==> src/rtl/piso_pkg.sv <==
// Shared types and sizing helpers for the PISO serializer.
package piso_pkg;

    typedef enum logic [1:0] {
        StIdle,
        StShift,
        StGap
    } piso_state_e;

    // Counter width for a count of n values. n <= 1 (including GAP = 0) still
    // needs a one-bit counter so the vector stays legal.
    function automatic int unsigned cnt_width(input int unsigned n);
        return (n <= 1) ? 1 : $clog2(n);
    endfunction

endpackage

==> src/rtl/hold_reg.sv <==
// One-entry holding buffer that parks the next word while the current one shifts.
module hold_reg
    import piso_pkg::*;
#(
    parameter int unsigned WIDTH = 4
) (
    input  logic             clk,
    input  logic             reset,
    input  logic             wr_en_i,
    input  logic [WIDTH-1:0] data_in_i,
    input  logic             rd_en_i,
    output logic [WIDTH-1:0] data_out_o,
    output logic             full_o
);

    logic [WIDTH-1:0] data_q, data_d;
    logic             full_q, full_d;

    // Write fills the entry, read empties it; the parent never does both at once.
    always_comb begin
        data_d = data_q;
        full_d = full_q;
        if (wr_en_i) begin
            data_d = data_in_i;
            full_d = 1'b1;
        end else if (rd_en_i) begin
            full_d = 1'b0;
        end
    end

    // Entry storage with synchronous reset.
    always_ff @(posedge clk) begin
        if (reset) begin
            data_q <= '0;
            full_q <= 1'b0;
        end else begin
            data_q <= data_d;
            full_q <= full_d;
        end
    end

    assign data_out_o = data_q;
    assign full_o     = full_q;

endmodule

==> src/rtl/piso_serializer.sv <==
// Parallel-in/serial-out stage: MSB-first serial stream with optional inter-word gap.
module piso_serializer
    import piso_pkg::*;
#(
    parameter int unsigned WIDTH = 4,
    parameter int unsigned GAP   = 0
) (
    input  logic             clk,
    input  logic             reset,
    input  logic [WIDTH-1:0] data_i,
    input  logic             valid_i,
    output logic             ready_o,
    output logic             x_o,
    output logic             frame_o,
    output logic             done_o,
    output logic             busy_o
);

    localparam int unsigned      CntW     = cnt_width(WIDTH);
    localparam int unsigned      GCntW    = cnt_width(GAP);
    localparam logic [CntW-1:0]  CntLast  = CntW'(WIDTH - 1);
    localparam logic [GCntW-1:0] GCntLast = GCntW'((GAP > 0) ? GAP - 1 : 0);

    piso_state_e      state_q, state_d;
    logic [WIDTH-1:0] shreg_q, shreg_d;
    logic [CntW-1:0]  cnt_q, cnt_d;
    logic [GCntW-1:0] gcnt_q, gcnt_d;
    logic             frame_q, frame_d;
    logic             done_q, done_d;
    logic             busy_q, busy_d;

    logic             accept;
    logic             last_bit;
    logic             reload_edge;
    logic             hold_wr;
    logic             hold_rd;
    logic             hold_full;
    logic [WIDTH-1:0] hold_data;

    hold_reg #(
        .WIDTH (WIDTH)
    ) u_hold (
        .clk        (clk),
        .reset      (reset),
        .wr_en_i    (hold_wr),
        .data_in_i  (data_i),
        .rd_en_i    (hold_rd),
        .data_out_o (hold_data),
        .full_o     (hold_full)
    );

    // State and datapath registers, synchronous reset discards any word in flight.
    always_ff @(posedge clk) begin
        if (reset) begin
            state_q <= StIdle;
            shreg_q <= '0;
            cnt_q   <= '0;
            gcnt_q  <= '0;
            frame_q <= 1'b0;
            done_q  <= 1'b0;
            busy_q  <= 1'b0;
        end else begin
            state_q <= state_d;
            shreg_q <= shreg_d;
            cnt_q   <= cnt_d;
            gcnt_q  <= gcnt_d;
            frame_q <= frame_d;
            done_q  <= done_d;
            busy_q  <= busy_d;
        end
    end

    // Next state: shift/count per state, then the shared reload priority
    // (held word, then a direct accept, else idle) at the end of each word period.
    always_comb begin
        accept      = valid_i && ready_o;
        last_bit    = (state_q == StShift) && (cnt_q == CntLast);
        reload_edge = (last_bit && (GAP == 0)) || ((state_q == StGap) && (gcnt_q == GCntLast));
        hold_rd     = reload_edge && hold_full;
        // Idle accepts and reload-edge accepts bypass the buffer.
        hold_wr     = accept && !reload_edge && (state_q != StIdle);

        state_d = state_q;
        shreg_d = shreg_q;
        cnt_d   = cnt_q;
        gcnt_d  = gcnt_q;
        frame_d = 1'b0;
        done_d  = last_bit;

        unique case (state_q)
            StIdle: begin
                if (accept) begin
                    shreg_d = data_i;
                    cnt_d   = '0;
                    frame_d = 1'b1;
                    state_d = StShift;
                end
            end
            StShift: begin
                // Zero fill leaves shreg clear once a word has fully left,
                // so x_o reads 0 in idle and gap without extra gating.
                shreg_d = {shreg_q[WIDTH-2:0], 1'b0};
                cnt_d   = cnt_q + 1'b1;
                if (last_bit) begin
                    cnt_d = '0;
                    if (GAP > 0) begin
                        gcnt_d  = '0;
                        state_d = StGap;
                    end else begin
                        state_d = StIdle;
                    end
                end
            end
            StGap: begin
                gcnt_d = gcnt_q + 1'b1;
            end
            default: begin
                state_d = StIdle;
            end
        endcase

        if (reload_edge) begin
            if (hold_full) begin
                shreg_d = hold_data;
                cnt_d   = '0;
                frame_d = 1'b1;
                state_d = StShift;
            end else if (accept) begin
                shreg_d = data_i;
                cnt_d   = '0;
                frame_d = 1'b1;
                state_d = StShift;
            end else begin
                state_d = StIdle;
            end
        end

        // Busy covers the done pulse cycle even when the FSM has already gone idle.
        busy_d = (state_d != StIdle) || done_d;
    end

    // Outputs: registered except ready_o, which tracks the hold buffer.
    always_comb begin
        ready_o = !hold_full && !reset;
        x_o     = shreg_q[WIDTH-1];
        frame_o = frame_q;
        done_o  = done_q;
        busy_o  = busy_q;
    end

endmodule

==> config.mk <==
export PLATFORM = sky130hd
export DESIGN_NAME = piso_serializer
export DESIGN_NICKNAME = d
export VERILOG_FILES = /design/src/rtl/piso_pkg.sv /design/src/rtl/hold_reg.sv /design/src/rtl/piso_serializer.sv
export SDC_FILE = /design/constraint.sdc
export NUM_CORES = 1
export LEC_CHECK = 0
export BUFFER_PORTS_ARGS = -buffer_cell sky130_fd_sc_hd__buf_2
export CORE_MARGIN = 1.5
export CORE_UTILIZATION = 40
export CTS_BUF_LIST = sky130_fd_sc_hd__clkbuf_2 sky130_fd_sc_hd__clkbuf_4 sky130_fd_sc_hd__clkbuf_8
export DETAILED_ROUTE_END_ITERATION = 10
export SYNTH_ARGS = -nofsm -noshare
export SYNTH_HDL_FRONTEND = slang
export SYNTH_SLANG_ARGS = --single-unit
==> constraint.sdc <==
create_clock -name clk -period 2.5 [get_ports clk]
set_input_delay 0.375 -clock clk [delete_from_list [all_inputs] [get_ports clk]]
set_output_delay 0.375 -clock clk [all_outputs]
set_load 0.005 [all_outputs]
==> results of run 1 <==
## path summary, 6_finish.rpt
check	start	to	slack, ps	cells past startpoint
setup / recovery	state_q[1]$_SDFF_PP0_	shreg_q[3]$_SDFF_PP0_	610	4
hold / removal	data_i[0]	u_hold.data_out_o[0]$_SDFFE_PP0P_	340	3
setup reg to reg	state_q[1]$_SDFF_PP0_	shreg_q[3]$_SDFF_PP0_	610	4
hold reg to reg	shreg_q[0]$_SDFF_PP0_	shreg_q[0]$_SDFF_PP0_	510	2
## layer usage
metal | routed length [µm] | up-vias | GRT usage, %
li1 | - | 378 | -
met1 | 786 | 342 | 18.6
met2 | 840 | 21 | 26.7
met3 | 69 | 2 | 6.44
met4 | 12 | 0 | 4.29
met5 | 0 | - | 0
## area by class of cell
cell class / instances / area, µm² / share of cell area (%)
clock buffers: 4 / 30.0 / 3.23
multi-input cells: 76 / 457 / 49.1
flip-flops and latches: 17 / 340 / 36.6
well taps: 27 / 33.8 / 3.63
repair buffers: 12 / 62.6 / 6.72
inverters: 2 / 7.51 / 0.806
## report_power, final
part	internal, mW	total, mW	leakage (nW)	switching [mW]
Combinational	0.0332	0.0729	0.214	0.0397
Clock	0.0728	0.155	0.0184	0.0824
Sequential	0.284	0.295	0.139	0.0108
## state kept, by name, indices dropped and copies added, names as in the netlist
register,cells
busy_o,1
cnt_q,2
done_o,1
frame_o,1
gcnt_q,1
shreg_q,4
state_q,2
u_hold.data_out_o,4
u_hold.full_o,1
## layout by cell type, fill, tap and decap left out, drive strengths merged
| cell | count |
|---|---|
| ha | 1 |
| dfxtp | 17 |
| and2 | 1 |
| a22oi | 1 |
| inv | 2 |
| a311oi | 1 |
| mux2i | 4 |
| or3 | 3 |
| nand3b | 1 |
| o32ai | 4 |
| clkbuf | 4 |
| buf | 12 |
| or3b | 2 |
| nand2 | 6 |
| nand2b | 6 |
| a21oi | 11 |
| nor2 | 19 |
| nor2b | 1 |
| o22ai | 3 |
| o21ai | 3 |
| nor3b | 2 |
| o21bai | 1 |
| a2bb2oi | 1 |
| a32oi | 1 |
| nor3 | 2 |
| or2b | 2 |
## cell usage after synthesis (all sizes together)
| cell | n | area (µm²) |
|---|---|---|
| a22oi | 1 | 7.51 |
| inv | 2 | 7.51 |
| o32ai | 4 | 35.0 |
| nand3b | 1 | 7.51 |
| and2 | 1 | 6.26 |
| o21bai | 1 | 7.51 |
| clkbuf | 4 | 15.0 |
| buf | 2 | 22.5 |
| nor2b | 1 | 6.26 |
| a21oi | 11 | 55.1 |
| nand2 | 6 | 22.5 |
| nand2b | 6 | 37.5 |
| ha | 1 | 12.5 |
| mux2i | 4 | 40.0 |
| o21ai | 3 | 15.0 |
| dfxtp | 17 | 340 |
| nor3b | 2 | 15.0 |
| nor3 | 2 | 21.3 |
| o22ai | 3 | 18.8 |
| or2b | 2 | 15.0 |
| a2bb2oi | 1 | 8.76 |
| a32oi | 1 | 8.76 |
| a311oi | 1 | 8.76 |
| nor2 | 19 | 71.3 |
| or3b | 2 | 17.5 |
| or3 | 3 | 18.8 |
## metrics by stage
stage | cells | hold slack, ps | util (%) | power (mW) | setup WS [ps]
2_1_floorplan | 101 | 451 | - | 0.354 | 879
4_1_cts | 138 | 334 | 47.0 | 0.531 | 627
5_1_grt | 138 | 326 | 47.0 | 0.555 | 499
3_3_place_gp | 134 | 481 | 45.5 | 0.373 | 623
6_report | 138 | 341 | 47.0 | 0.523 | 611
3_5_place_dp | 134 | 493 | 45.5 | 0.374 | 606
## worst max-delay path: cells and delay by family, from the launching register on
kind	cells	cell delay (ps)
AND/OR/NAND/NOR	2	600
AO/OA/AOI/OAI	2	630
flip-flops	1	530
## logic make-up (layout without fill, tap and decap cells)
group | count (synthesis) | count (layout) | synth area share (%)
adders and majority gates | 1 | 1 | 1.49
and+or+nand+nor | 45 | 45 | 28.4
buffers and inverters | 8 | 18 | 5.35
DFF | 17 | 17 | 40.4
muxes | 4 | 4 | 4.76
AOI/OAI and AO/OA | 26 | 26 | 19.6
==> flow_metrics.py, run 1 <==
metrics = {
    "outcome": {
        "outcome": "finished, final reports clean",
    },
    "setup_path": {
        "crit_type": "flip-flop to flip-flop",
        "critical_path.cell_chain": "or3b_1, and2_1, o21bai_1, o32ai_1",
        "worst-endpoint-arrival_ps": 2050,
        "crit_path_start_kind": "flip-flop",
        "worstPathMaxFanout": 12,
        "required_ps": 2660,
        "cp-end-kind": "flip-flop",
        "crit_slowest_cell": "dfxtp_1",
        "critPathMaxStageDelay_ps": 530,
    },
    "sta": {
        "slew_violations": 0,
        "hold_viol": 0,
        "setup_viol_count_final": 0,
        "rsz0062_at_grt": "no",
        "setup_tns_ps": 0,
        "fmax_ghz": 0.529,
        "finalCriticalPeriod_ps": 1890,
        "finalClockSkew_ps": 5.76,
        "slew_headroom_pct": 64.1,
        "worst_pin_slew_ps": 538,
        "period_share_pct": 75.6,
    },
    "worst_hold_path": {
        "hold_class": "input pin to flip-flop",
    },
    "final_layout": {
        "fin_nets": 120,
        "area_delta_synth_final_pct": 10.5,
        "num-fill-cells": 192,
        "n_antenna_cell": 0,
        "layout-drive-gt1-share_pct": 15.3,
        "design_area_um2": 931,
    },
    "synth": {
        "synth.distinct_cells": 27,
        "synthCells": 101,
        "synth_area_um2": 842,
        "avgSynthCellArea_um2": 8.34,
        "synth_nets": 109,
        "synth_seq_cells": 17,
        "yosys_warnings": 0,
        "ys_seq_area_share_pct": 40.4,
    },
    "routing": {
        "drc_errors": 0,
        "wl_mm": 1.71,
        "ant_nets": 0,
        "wl_per_cell_um": 12.4,
        "vias_per_cell": 5.38,
        "first_pass_iters": 4,
        "vias": 743,
        "drt-initial-drc-count": 26,
    },
    "clock_tree": {
        "ctsHtreeMaxLevel": 1,
        "cts_buffer_depth": 2,
        "root_buffer": "clkbuf_4",
        "post_cts_buffers": 0,
        "clk_pin_slew_ps": 100,
        "clock_latency_ps": 290,
        "cts_buffers": 3,
        "holdBufCountCts": 0,
        "cts_tree": "done",
        "cts_sinks": 17,
        "ctsResizeCount": 0,
    },
    "power_and_ir_drop": {
        "p_leak_nw": 0.372,
        "power_per_cell_area_nw_per_um2": 562,
        "peakVddDrop_v": 0.000360,
    },
    "placement": {
        "dpl-instance-area_um2": 901,
        "hpwl_mm": 1.28,
        "gp_congestion": 0.740,
        "numPortBuffers": 11,
    },
    "floorplanning": {
        "fp.dieW_um": 48.9,
        "fp.coreArea_um2": 1980,
        "ios": 12,
        "start_util_pct": 42.5,
        "die_area_um2": 2390,
        "row_count": 16,
        "die_y_um": 48.9,
    },
    "grt": {
        "grt_max_degree": 18,
        "gr-total-overflow": 0,
        "grt_pass1_wl_mm": 2.88,
        "grt_use_total_pct": 15.9,
        "antenna_found_initial": 0,
        "grt_pass1_vias": 668,
    },
    "flow_run": {
        "cap_violations": 0,
    },
}
(Power assumes the default switching activity.)
==> run 2, diff against run 1 <==
- clock period: 2.5 -> 1.6 ns (I/O delays scaled with it)
==> run 2 against run 1 <==
  * Clock-buffer cell count unchanged
  * Register-to-register slack got worse by 490 ps
  * Non-clock buffer count is 8 higher
  * Utilization up 3.8 points
  * Sequential share of layout area down 2.7 points
  * Clock power grew 57%
  * Highest routed layer unchanged
==> flow_metrics.py, run 2 (synthesized netlist as in run 1, its figures left out) <==
metrics = {
    "final_layout": {
        "multi_input_area_um2": 459,
        "regArea_um2": 340,
        "design_area_um2": 1010,
        "n_antenna_cell": 0,
        "area_delta_synth_final_pct": 19.5,
        "final_cells": 146,
        "final_cell_mix": "19 x nor2_1, 17 x dfxtp_1, 11 x a21oi_1, 11 x buf_2, 8 x buf_4",
        "layout_commonest_cell": "nor2_1",
        "num-fill-cells": 196,
        "layout-drive-gt1-share_pct": 21.8,
        "fin_nets": 128,
        "final_util_pct": 50.8,
    },
    "placement": {
        "placed_cells": 141,
        "numPortBuffers": 11,
        "dpl-instance-area_um2": 953,
        "gp_congestion": 0.761,
        "hpwl_mm": 1.32,
    },
    "sta": {
        "setup_viol_count_final": 0,
        "setup_tns_ps": 0,
        "slew_violations": 0,
        "fmax_ghz": 0.676,
        "rsz0062_at_grt": "no",
        "period_share_pct": 92.4,
        "hold_viol": 0,
        "finalCriticalPeriod_ps": 1480,
        "slew_headroom_pct": 77.4,
        "worst_pin_slew_ps": 336,
        "finalClockSkew_ps": 0.830,
    },
    "worst_hold_path": {
        "worstHoldStart": "data_i[0]",
        "hold_path_end": "u_hold.data_out_o[0]$_SDFFE_PP0P_",
        "hold_class": "input pin to flip-flop",
        "holdPathStages": 3,
    },
    "routing": {
        "ant_nets": 0,
        "wl_per_cell_um": 12.9,
        "wl_mm": 1.89,
        "drc_errors": 0,
        "vias_per_cell": 5.30,
        "first_pass_iters": 4,
        "drt-initial-drc-count": 20,
        "vias": 774,
    },
    "setup_path": {
        "cp-end-kind": "flip-flop",
        "required_ps": 1780,
        "worstPathMaxFanout": 7,
        "crit_type": "flip-flop to flip-flop",
        "reg2regPathDepth": 4,
        "r2r-end": "shreg_q[1]$_SDFF_PP0_",
        "crit_path_start_kind": "flip-flop",
        "critPathLaunch": "u_hold.full_o$_SDFFE_PP0P_",
        "rrSetupSlack_ps": 120,
        "worst-endpoint-arrival_ps": 1660,
        "worstReg2RegStart": "u_hold.full_o$_SDFFE_PP0P_",
    },
    "clock_tree": {
        "holdBufCountCts": 0,
        "cts_buffer_depth": 2,
        "clk_pin_slew_ps": 90,
        "cts_sinks": 17,
        "root_buffer": "clkbuf_4",
        "cts_buffers": 3,
        "cts_tree": "done",
        "clock_latency_ps": 290,
        "ctsHtreeMaxLevel": 1,
    },
    "floorplanning": {
        "row_count": 16,
        "die_y_um": 48.9,
        "fp.coreArea_um2": 1980,
        "die_area_um2": 2390,
        "start_util_pct": 42.5,
        "ios": 12,
        "fp.dieW_um": 48.9,
    },
    "flow_run": {
        "cap_violations": 0,
    },
    "grt": {
        "grt_max_degree": 17,
        "grt_use_total_pct": 17.3,
        "antenna_found_initial": 0,
        "grt_pass1_wl_mm": 3.15,
        "gr-total-overflow": 0,
        "grt_pass1_vias": 699,
    },
    "power_and_ir_drop": {
        "p_leak_nw": 0.418,
        "peakVddDrop_v": 0.000632,
        "power_per_cell_area_nw_per_um2": 832,
    },
    "outcome": {
        "outcome": "finished, final reports clean",
    },
}
==> run 2: report_power, final <==
| group | switching, mW | internal, mW | total (mW) |
|---|---|---|---|
| registers | 0.0109 | 0.444 | 0.455 |
| clock network | 0.131 | 0.114 | 0.244 |
| logic | 0.0724 | 0.0654 | 0.138 |
==> run 2: worst max path at each step <==
stage | to | slack (ps) | cells after the start
after global placement | u_hold.data_out_o[3]$_SDFFE_PP0P_ | 10 | 5
final | shreg_q[1]$_SDFF_PP0_ | 120 | 4
after floorplan | shreg_q[1]$_SDFF_PP0_ | 100 | 5
after detailed placement | u_hold.data_out_o[3]$_SDFFE_PP0P_ | -20 | 5
after CTS | shreg_q[1]$_SDFF_PP0_ | 30 | 4
after global routing | shreg_q[1]$_SDFF_PP0_ | 40 | 4
==> run 2: area by class of cell <==
type / count / share of cell area, %
Clock buffer: 4 / 2.99
Tap cell: 27 / 3.36
Timing Repair Buffer: 20 / 13.4
Multi-Input combinational cell: 76 / 45.6
Inverter: 2 / 0.746
Sequential cell: 17 / 33.8
==> run 2: per-stage QoR <==
step | total power, mW | worst slack, ps | hold slack [ps]
floorplan | 0.553 | 103 | 387
global placement | 0.593 | 13.0 | 478
detailed placement | 0.596 | -19.9 | 487
CTS | 0.839 | 28.3 | 201
global route | 0.890 | 35.8 | 198
finish | 0.837 | 122 | 205
==> run 2: timing repair <==
action,CTS,global route
pin swaps,1,1
setup buffers,0,1
setup endpoints to repair,2,6
resized for setup,0,1
==> run 2: layer usage <==
layer  GRT usage, %  routed length, µm
met1           20.7                868
met2           29.5                886
met3           6.44                117
met4           4.29                 14
met5              0                  0
==> run 2: worst max-delay path, stage by stage (launching register included) <==
cell and delay [ps]:
dfxtp_1 330, or3b_4 440, or3_1 330, a21oi_1 170, o32ai_1 100
==> run 3, diff against run 2 <==
==> constraint.sdc (replaced) <==
create_clock -name clk -period 1.6 [get_ports clk]
set_input_delay 0.08 -clock clk [delete_from_list [all_inputs] [get_ports clk]]
set_output_delay 0.08 -clock clk [all_outputs]
set_load 0.005 [all_outputs]
==> run 3 against run 2 <==
  * Wire length fell by 5.8%
  * Sequential power barely moved
  * Global-route usage fell by 0.90 points
  * Sequential cell count did not move
  * Worst setup slack improved by 22 ps
  * Final area fell by 1.7%
  * Fmax rose by 1.5%
  * Utilization fell by 0.88 points
  * Hold slack got worse by 160 ps
==> flow_metrics.py, run 3 (synthesized netlist as in run 1, its figures left out) <==
metrics = {
    "floorplanning": {
        "row_count": 16,
        "die_area_um2": 2390,
        "ios": 12,
        "fp.dieW_um": 48.9,
        "fp.coreArea_um2": 1980,
        "start_util_pct": 42.5,
        "die_y_um": 48.9,
    },
    "power_and_ir_drop": {
        "peakVddDrop_v": 0.000546,
        "power_per_cell_area_nw_per_um2": 842,
        "p_leak_nw": 0.404,
    },
    "outcome": {
        "outcome": "finished, final reports clean",
    },
    "grt": {
        "grt_pass1_wl_mm": 3.09,
        "grt_max_degree": 17,
        "antenna_found_initial": 0,
        "gr-total-overflow": 0,
        "grt_pass1_vias": 742,
        "grt_use_total_pct": 16.4,
    },
    "sta": {
        "period_share_pct": 91.0,
        "finalCriticalPeriod_ps": 1460,
        "rsz0062_at_grt": "no",
        "worst_pin_slew_ps": 331,
        "hold_viol": 0,
        "setup_viol_count_final": 0,
        "slew_violations": 0,
        "fmax_ghz": 0.687,
        "slew_headroom_pct": 77.8,
        "setup_tns_ps": 0,
        "finalClockSkew_ps": 1.68,
    },
    "placement": {
        "hpwl_mm": 1.31,
        "gp_congestion": 0.784,
        "numPortBuffers": 11,
    },
    "final_layout": {
        "layout_commonest_cell": "nor2_1",
        "multi_input_area_um2": 462,
        "area_delta_synth_final_pct": 17.4,
        "final_util_pct": 49.9,
        "num-fill-cells": 193,
        "n_antenna_cell": 0,
        "layout-drive-gt1-share_pct": 22.0,
        "fin_nets": 127,
        "regArea_um2": 340,
        "final_cell_mix": "19 x nor2_1, 17 x dfxtp_1, 11 x a21oi_1, 11 x buf_2, 8 x buf_4",
    },
    "routing": {
        "first_pass_iters": 4,
        "wl_mm": 1.78,
        "drc_errors": 0,
        "drt-initial-drc-count": 11,
        "vias": 758,
        "wl_per_cell_um": 12.3,
        "ant_nets": 0,
        "vias_per_cell": 5.23,
    },
    "setup_path": {
        "required_ps": 1790,
        "crit_path_start_kind": "flip-flop",
        "crit_type": "flip-flop to flip-flop",
        "worst-endpoint-arrival_ps": 1640,
        "cp-end-kind": "flip-flop",
        "worstPathMaxFanout": 5,
    },
    "clock_tree": {
        "post_cts_buffers": 0,
        "clk_pin_slew_ps": 90,
        "cts_tree": "done",
        "holdBufCountCts": 0,
        "cts_buffers": 3,
        "ctsHtreeMaxLevel": 1,
        "ctsResizeCount": 0,
        "cts_buffer_depth": 2,
        "clock_latency_ps": 290,
        "root_buffer": "clkbuf_4",
        "cts_sinks": 17,
    },
    "worst_hold_path": {
        "hold_class": "input pin to flip-flop",
    },
    "flow_run": {
        "cap_violations": 0,
    },
}
==> run 3: cell count changes in the layout (fill, tap and decap cells not counted), sizes merged <==
cell	delta
buf	-1
==> run 3: final timing paths <==
path	start	endpoint	slack (ps)	depth (start not counted)
max	cnt_q[0]$_SDFF_PP0_	u_hold.data_out_o[3]$_SDFFE_PP0P_	140	5
min	data_i[0]	u_hold.data_out_o[0]$_SDFFE_PP0P_	40	3
min reg2reg	shreg_q[0]$_SDFF_PP0_	shreg_q[0]$_SDFF_PP0_	500	2
max reg2reg	cnt_q[0]$_SDFF_PP0_	u_hold.data_out_o[3]$_SDFFE_PP0P_	140	5
==> run 3: through the flow <==
step | power [mW] | worst slack (ps) | hold slack [ps] | instance area [µm²] | cells
finish | 0.832 | 144 | 43.5 | 988 | 145
global route | 0.878 | 43.7 | 71.3 | 988 | 145
CTS | 0.838 | 46.8 | 41.6 | 983 | 145
detailed placement | 0.594 | 78.3 | 349 | 953 | 141
global placement | 0.592 | 98.1 | 331 | 953 | 141
floorplan | 0.553 | 103 | 227 | 842 | 101
==> run 3: power by group <==
part,switching [mW],internal (mW)
clock,0.133,0.114
sequential,0.0114,0.444
combinational,0.0678,0.0626
total,0.212,0.621
==> run 3: critical path: stages, from the launching register on <==
cell and delay (ps):
dfxtp_1 340, ha_2 220, nor2b_1 170, nor3_4 340, mux2i_1 220, nor2_1 50
==> run 3: layer usage <==
layer	up-vias	part of all wire [%]	wire length [µm]	track usage, %
li1	391	-	-	-
met1	350	48	848	20.7
met2	12	47	836	25.8
met3	5	4.1	72	5.83
met4	0	1.1	20	6.19
met5	-	0	0	0
==> run 3: area by class of cell <==
class	count	area share [%]
tap	27	3.42
timing repair buffer	19	11.6
clock buffer	4	3.04
sequential	17	34.4
multi-input combinational	76	46.7
inverter	2	0.759
